===== src/rtl/des_stream_pkg.sv =====
// Shared types and constants for the triple-DES block stream controller.
package des_stream_pkg;

   localparam int BLOCK_W       = 64;
   localparam int KEY_W         = 64;
   localparam int BYTES_PER_BLK = 8;

   typedef enum logic [2:0] {
      IDLE,
      RD_REQ,
      RD_WAIT,
      START,
      CORE_WAIT,
      WR,
      DONE
   } state_t;

   typedef enum logic [1:0] {
      K1,
      K2,
      K3,
      IV
   } key_slot_t;

endpackage


===== src/rtl/des_key_bank.sv =====
// Key slot registers for the DES core; writes are locked out while a job runs.
// The IV register exists only when DES_CBC_EN is defined.
module des_key_bank
   import des_stream_pkg::*;
#(
   parameter int NUM_KEYS = 3
) (
   input  logic             clk,
   input  logic             n_rst,
   input  logic             busy,
   input  logic             key_wr,
   input  logic [1:0]       key_sel,
   input  logic [KEY_W-1:0] key_in,
   output logic [KEY_W-1:0] key1,
   output logic [KEY_W-1:0] key2,
   output logic [KEY_W-1:0] key3
`ifdef DES_CBC_EN
   ,
   output logic [KEY_W-1:0] iv
`endif
);

   logic [KEY_W-1:0] k1_q, k2_q, k3_q;
`ifdef DES_CBC_EN
   logic [KEY_W-1:0] iv_q;
`endif

   always_ff @(posedge clk or negedge n_rst) begin
      if (!n_rst) begin
         k1_q <= '0;
         k2_q <= '0;
         k3_q <= '0;
`ifdef DES_CBC_EN
         iv_q <= '0;
`endif
      end else if (key_wr && !busy) begin
         case (key_slot_t'(key_sel))
            K1: k1_q <= key_in;
            K2: k2_q <= key_in;
            K3: if (NUM_KEYS == 3) k3_q <= key_in;
            IV: begin
`ifdef DES_CBC_EN
               iv_q <= key_in;
`endif
            end
            default: ;
         endcase
      end
   end

   // Two-key EDE reuses the first key for the final stage.
   assign key1 = k1_q;
   assign key2 = k2_q;
   assign key3 = (NUM_KEYS == 2) ? k1_q : k3_q;
`ifdef DES_CBC_EN
   assign iv   = iv_q;
`endif

endmodule


===== src/rtl/des_stream_ctrl.sv =====
// Streams blk_count 64-bit blocks SRAM -> triple-DES core -> SRAM after an I2C write.
// Define DES_CBC_EN to build the CBC chaining variant; otherwise blocks are processed ECB.
module des_stream_ctrl
   import des_stream_pkg::*;
#(
   parameter int              ADDR_W     = 16,
   parameter int              MAX_BLOCKS = 16,
   parameter int              NUM_KEYS   = 3,
   parameter logic [ADDR_W-1:0] RD_BASE  = ADDR_W'('h0000),
   parameter logic [ADDR_W-1:0] WR_BASE  = ADDR_W'('h0100),
   localparam int             CNT_W      = $clog2(MAX_BLOCKS + 1)
) (
   input  logic               clk,
   input  logic               n_rst,
   input  logic               i2c_stop,
   input  logic               i2c_rw,
   input  logic               decrypt,
   input  logic [CNT_W-1:0]   blk_count,
   input  logic               abort,
   input  logic               key_wr,
   input  logic [1:0]         key_sel,
   input  logic [KEY_W-1:0]   key_in,
   output logic [ADDR_W-1:0]  address,
   output logic               read_en,
   output logic               write_en,
   input  logic [BLOCK_W-1:0] mem_rdata,
   output logic [BLOCK_W-1:0] mem_wdata,
   output logic [KEY_W-1:0]   des_key1,
   output logic [KEY_W-1:0]   des_key2,
   output logic [KEY_W-1:0]   des_key3,
   output logic               des_decrypt,
   output logic [BLOCK_W-1:0] des_in,
   output logic               des_start,
   input  logic               des_done,
   input  logic [BLOCK_W-1:0] des_out,
   output logic               busy,
   output logic               done,
   output logic               err
);

   function automatic logic [CNT_W-1:0] clamp_count(input logic [CNT_W-1:0] n);
      if (n > CNT_W'(MAX_BLOCKS)) return CNT_W'(MAX_BLOCKS);
      return n;
   endfunction

   state_t              state_q, state_d;
   logic [CNT_W-1:0]    idx_q, cnt_q;
   logic                mode_q;
   logic [BLOCK_W-1:0]  blk_q, res_q;
   logic [ADDR_W-1:0]   blk_off;
   logic                start, last, busy_int;
`ifdef DES_CBC_EN
   logic [KEY_W-1:0]    iv;
   logic [BLOCK_W-1:0]  chain_q;
`endif

   assign start    = i2c_stop & ~i2c_rw;
   assign last     = (idx_q == cnt_q - CNT_W'(1));
   assign busy_int = (state_q != IDLE);
   assign blk_off  = ADDR_W'(idx_q) * ADDR_W'(BYTES_PER_BLK);

   des_key_bank #(
      .NUM_KEYS(NUM_KEYS)
   ) u_key_bank (
      .clk    (clk),
      .n_rst  (n_rst),
      .busy   (busy_int),
      .key_wr (key_wr),
      .key_sel(key_sel),
      .key_in (key_in),
      .key1   (des_key1),
      .key2   (des_key2),
      .key3   (des_key3)
`ifdef DES_CBC_EN
      ,
      .iv     (iv)
`endif
   );

   always_ff @(posedge clk or negedge n_rst) begin
      if (!n_rst) state_q <= IDLE;
      else        state_q <= state_d;
   end

   // Abort wins over every other transition, including a coincident des_done.
   always_comb begin
      state_d = state_q;
      if (abort && busy_int) begin
         state_d = IDLE;
      end else begin
         case (state_q)
            IDLE:      if (start) state_d = (clamp_count(blk_count) == '0) ? DONE : RD_REQ;
            RD_REQ:    state_d = RD_WAIT;
            RD_WAIT:   state_d = START;
            START:     state_d = CORE_WAIT;
            CORE_WAIT: if (des_done) state_d = WR;
            WR:        state_d = last ? DONE : RD_REQ;
            DONE:      state_d = IDLE;
            default:   state_d = IDLE;
         endcase
      end
   end

   always_comb begin
      read_en   = 1'b0;
      write_en  = 1'b0;
      des_start = 1'b0;
      done      = 1'b0;
      address   = '0;
      busy      = busy_int;
      err       = abort && busy_int;
      case (state_q)
         RD_REQ: begin
            read_en = !abort;
            address = RD_BASE + blk_off;
         end
         START:  des_start = !abort;
         WR: begin
            write_en = !abort;
            address  = WR_BASE + blk_off;
         end
         DONE:   done = !abort;
         default: ;
      endcase
   end

   always_ff @(posedge clk or negedge n_rst) begin
      if (!n_rst) begin
         idx_q   <= '0;
         cnt_q   <= '0;
         mode_q  <= 1'b0;
         blk_q   <= '0;
         res_q   <= '0;
`ifdef DES_CBC_EN
         chain_q <= '0;
`endif
      end else begin
         if (state_q == IDLE && start) begin
            idx_q   <= '0;
            cnt_q   <= clamp_count(blk_count);
            mode_q  <= decrypt;
`ifdef DES_CBC_EN
            chain_q <= iv;
`endif
         end
         if (state_q == RD_WAIT && !abort) blk_q <= mem_rdata;
         if (state_q == CORE_WAIT && des_done && !abort) begin
`ifdef DES_CBC_EN
            if (mode_q) begin
               res_q   <= des_out ^ chain_q;
               chain_q <= blk_q;
            end else begin
               res_q   <= des_out;
               chain_q <= des_out;
            end
`else
            res_q <= des_out;
`endif
         end
         if (state_q == WR && !abort && !last) idx_q <= idx_q + CNT_W'(1);
      end
   end

   assign mem_wdata   = res_q;
   assign des_decrypt = mode_q;
`ifdef DES_CBC_EN
   assign des_in      = mode_q ? blk_q : (blk_q ^ chain_q);
`else
   assign des_in      = blk_q;
`endif

endmodule


===== config.mk =====
export PLATFORM = sky130hd
export DESIGN_NAME = des_stream_ctrl
export DESIGN_NICKNAME = d
export VERILOG_FILES = /design/src/rtl/des_stream_pkg.sv /design/src/rtl/des_key_bank.sv /design/src/rtl/des_stream_ctrl.sv
export SDC_FILE = /design/constraint.sdc
export NUM_CORES = 1
export LEC_CHECK = 0
export BUFFER_PORTS_ARGS = -buffer_cell sky130_fd_sc_hd__buf_2
export CORE_AREA = 2 2 213 215
export CTS_BUF_LIST = sky130_fd_sc_hd__clkbuf_8
export DETAILED_ROUTE_END_ITERATION = 16
export DIE_AREA = 0 0 215 217
export PLACE_DENSITY = 0.52
export SLEW_MARGIN = 0
export SYNTH_ARGS = -nofsm -noshare
export SYNTH_HDL_FRONTEND = slang
export SYNTH_SLANG_ARGS = --single-unit

===== constraint.sdc =====
create_clock -name clk -period 3.5 [get_ports clk]
set_clock_uncertainty 0.1 [all_clocks]
set_input_delay 0.35 -clock clk [delete_from_list [all_inputs] [get_ports clk]]
set_output_delay 0.35 -clock clk [all_outputs]
set_load 0.01 [all_outputs]

# == Yosys cells after proc, flatten, opt, wreduce, memory -nomap -nowiden ==
# Cells that the tools add are included.
# word_totals
elab_cells,70
input_bits,207
register_bits,334
out_inout_bits,343
# op_classes
magnitude_cmp,1
n_eq_ne,11
mux,24
addsub,3
bitwise,2
n_reduce_logical,20
# op_table
op,count
5-bit two-way mux,8
10-bit one-hot mux with 2 select lines,1
3-bit one-hot mux with 6 select lines,1
3-bit two-way mux,5
9-bit by 8-bit adder with 10-bit output (first input constant),1
3-bit equality test (second input constant),3
1-bit two-way mux,9
1-bit logical AND,8
2-bit AND reduction,4
3-bit by 2-bit equality test with 1-bit output (second input constant),2
3-bit inequality test (second input constant),2
5-bit by 1-bit adder with 5-bit output (second input constant),1
5-bit equality test,1
5-bit greater-than comparator (second input constant),1
5-bit zero test,1
5-bit by 1-bit subtractor with 5-bit output (second input constant),1
3-bit by 1-bit equality test with 1-bit output (second input constant),1
1-bit zero test,3
3-bit zero test,1
3-bit nonzero test,1
2-bit by 1-bit equality test with 1-bit output (second input constant),1
2-bit equality test (second input constant),1
2-bit zero test,1
2-bit nonzero test,1
2 further kinds,2

# == Logic depth before layout (Yosys ltp) ==
# logic_depth
depth_word,14
ltp_mapped,7
mapped_depth_nobuf,7

# == Cells and area by module ==
# A second synthesis with hierarchy kept.
# hier_totals
cells_unflattened,804
area_unflattened_um2,13560.5
# by_module_without_submodules
module,instances,cells_each,area_per_inst_um2
des_key_bank,1,408,7782.5
des_stream_ctrl,1,396,5778.0

# == Worst setup path before layout ==
# OpenSTA, ideal clock, no wires.
# synth_timing
path_type,reg-to-reg
start,register cnt_q[0]
end,register state_q[0]
period_less_slack_ns,2.185
t_required_ns,3.269
n_path_buf,0
path_stages_with_launch,8
setup_ns,0.131
t_arrival_ns,1.954
slack_ns,1.315
cell_sequence,dfrtp_1 -> inv_1 -> ha_1 -> nor2b_1 -> or3_4 -> a311oi_4 -> nor2_2 -> or3_1
# synth_between
elab_chain_cells,5
# synth_rtl
element,line_no,text
from (decl),des_stream_ctrl.sv:47,"logic [CNT_W-1:0] idx_q, cnt_q;"
from (signal assigned),des_stream_ctrl.sv:140,cnt_q <= clamp_count(blk_count);
5-bit by 1-bit subtractor with 5-bit output,des_stream_ctrl.sv:58,assign last = (idx_q == cnt_q - CNT_W'(1));
5-bit equality test,des_stream_ctrl.sv:58,
3-bit two-way mux,des_stream_ctrl.sv:97,WR: state_d = last ? DONE : RD_REQ;
3-bit one-hot mux with 6 select lines,des_stream_ctrl.sv:91,case (state_q)
3-bit two-way mux,des_stream_ctrl.sv:88,if (abort && busy_int) begin
to (signal assigned),des_stream_ctrl.sv:82,else state_q <= state_d;
to (decl),des_stream_ctrl.sv:46,"state_t state_q, state_d;"
# Every way passes these cells.
# A chain may end at the register's enable or synchronous reset.

# == Worst setup path in the final report ==
# layout_timing
start,register state_q[0]
end,output port write_en
# layout_between
elab_chain_cells,2
# layout_rtl
element,line_no,text
3-bit equality test,des_stream_ctrl.sv:112,case (state_q)
1-bit two-way mux,des_stream_ctrl.sv:112,
to (decl),des_stream_ctrl.sv:25,"output logic write_en,"
# Every way passes these cells.

==> metrics.cfg <==
[layout]
areaGrowthSynthToFinish_pct = 52.6
multi_input_area_sq_um = 4300
final_core_util = 0.441
nNetsFinal = 1795
regArea_sq_um = 8360
final.fill_count = 4221
fin_cells = 2238
drive_above_1_share = 0.600

[sta]
tns_ps = 0
hold_viol = 0
worstMarginPinSlew_ps = 1020
max_freq_mhz = 367
fin_crit_sh = 0.778
slew_headroom = 0.322
min_period_ps = 2720
hold_slack_ps = 233
rsz0062_at_grt = false
setup_ws_ps = 775
setup_violations = 0
slew_violations = 0

[global_routing]
grt_util_met2 = 0.289
overflow = 0
antenna_found_initial = 5
grt_max_degree = 109
grt_usage = 0.172
use_met1 = 0.201
grt_pass1_wl_microns = 62000
grt_pass1_vias = 10600
grtUsageMet3 = 0.0581
busiest_layer = met2

[job]
cap_viol_max_count = 0

[clock_network]
cts_tree = done
post_cts_resized = 0
cts.htree.levels = 2
clk_pin_slew_worst_paths_ps = 60
numCtsBuffers = 59
clock_latency_ps = 630
cts.sinks = 334
ctsLongestPathBuffers = 3
root_buffer = clkbuf_8

[worst_setup_path]
critPathLaunch = state_q[0]
max_stage_delay_ps = 490
cp_max_fo = 7
r2r-start = state_q[2]
path_cells = nor2b_1 -> nand2_1 -> inv_1 -> buf_2
crit_arrival_ps = 2270
reg2reg_to = u_key_bank.key3[7]
slowest_stage = dfrtp_1
critical_path_required_ps = 3050
start_kind = flop
rrSetupSlack_ps = 1050
worstSetupPathType = flop to output pin
ff2ff_path_depth = 5
crit_path_end_kind = output pin

[synthesis]
netlist_top_cells_count = dfrtp_1 (334), mux2_2 (317), buf_2 (27)
ys_top_cells_by_area = dfrtp_1 (65%), mux2_2 (28%), buf_2 (1.0%)
synth_edf_count = 0
synth.top_cell.area_share = 0.647
seq_area_frac_synth = 0.647
synth_area_sq_um = 12900
synth_ff_type = dfrtp_1
ys_ff_latch = 334
async_reset_ff_frac = 1.00
ys_types = 41
syn_inst = 799
yosysMostFrequentCell = dfrtp_1
yosys_warnings = 0
avgSynthCellArea_sq_um = 16.2
synth_area_leader_cell = dfrtp_1

[min_path]
holdPathStages = 5
worst_hold_startpoint = des_done
hold_class = primary input to flop
worstHoldEndpoint = state_q[1]

[floorplanning]
die_h_microns = 217
num_rows = 78
die_x_microns = 215
core-area_sq_um = 44700
pin_count = 550
initial_core_util = 0.289
die-area_sq_um = 46700

[detailed_routing]
ant_nets = 0
drt-vias-per-instance = 4.34
vias = 9724
wire_per_inst_microns = 18.0
drt-pass1-iter-count = 4
drcViolationCount = 0
routed_wl_microns = 40300
drtIter0Drc = 333

[outcome]
status = completed

[pwr]
power_density_nw_per_um2 = 816
peakVddDrop_v = 0.000428
p_leak_nw = 9.80

[placed_design]
pre_cts_ws_ps = 979
dpl.hpwl_microns = 28500
place.gp.congestion = 0.780
portBuffers = 539
dpl.cell_count = 1919

-- metal layers --
metal,vias to the layer above,share of wire
met3,85,0.083
li1,4408,-
met5,-,0
met2,401,0.48
met4,0,0.037
met1,4830,0.40
-- worst max path at each step --
stage | to | slack [ps] | cells past startpoint
floorplan | state_q[0] | 1310 | 7
global placement | u_key_bank.key3[53] | 1010 | 5
detailed placement | u_key_bank.key3[1] | 980 | 5
CTS | write_en | 670 | 4
global route | write_en | 530 | 4
finish | write_en | 780 | 4
-- timing repair --
item                      4_1_cts  5_1_grt
setup buffers                   0        0
hold buffers                  206        0
hold endpoints to repair      426        0
-- sequential cells by signal, indices dropped and copies added, names as in the netlist --
register and flops:
des_in 64, cnt_q 5, u_key_bank.key3 64, u_key_bank.key2 64, state_q 3, des_decrypt 1, idx_q 5, mem_wdata 64
u_key_bank.key1 64
-- stage by stage --
| stage | instance area, sq um | power (W) |
|---|---|---|
| after floorplan | 12900 | 0.00937 |
| after global routing | 19700 | 0.0171 |
| after detailed placement | 16300 | 0.0121 |
| after CTS | 19700 | 0.0163 |
| after global placement | 16300 | 0.0120 |
| final | 19700 | 0.0161 |
-- cell families after synthesis --
group | count (synthesis) | synth area share
other cells | 1 | 0.000290
compound gates | 23 | 0.0131
mux | 322 | 0.281
xor+xnor | 5 | 0.00339
flops | 334 | 0.647
simple gates | 61 | 0.0293
fa+ha+maj | 2 | 0.00194
buf+inv | 51 | 0.0238
-- worst max-delay path, delay by kind of cell (launching register included) --
family / cells / cell delay (ps)
buffers and inverters: 2 / 430
DFF: 1 / 490
and+or+nand+nor: 2 / 720
-- cell usage in the layout (no fill, tap or decap), drive strengths merged, types with 6 or more instances in the layout --
cell type | netlist | routed
nand2b | 6 | 6
conb | 1 | 10
dlygate4sd3 | 0 | 206
nor3 | 6 | 6
nor2 | 6 | 6
mux2 | 322 | 322
buf | 43 | 556
dfrtp | 334 | 334
o21ai | 9 | 9
and2 | 7 | 7
inv | 6 | 26
nand2 | 13 | 13
clkbuf | 2 | 82
-- area by class of cell --
| cell class | count | share of cell area |
|---|---|---|
| multi-input combinational | 423 | 0.218 |
| tap | 600 | 0.0381 |
| inverter | 6 | 0.00114 |
| clock inverter | 27 | 0.00902 |
| antenna | 4 | 0.000508 |
| sequential | 334 | 0.424 |
| timing repair buffer | 762 | 0.251 |
| clock buffer | 82 | 0.0573 |
-- power by group --
part           internal (W)  switching, W  total [W]
clock               0.00223       0.00165    0.00388
sequential          0.00562      0.000861    0.00648
combinational       0.00289       0.00283    0.00572
total                0.0107       0.00534     0.0161
Note: power is estimated with default switching activity, not from simulation.
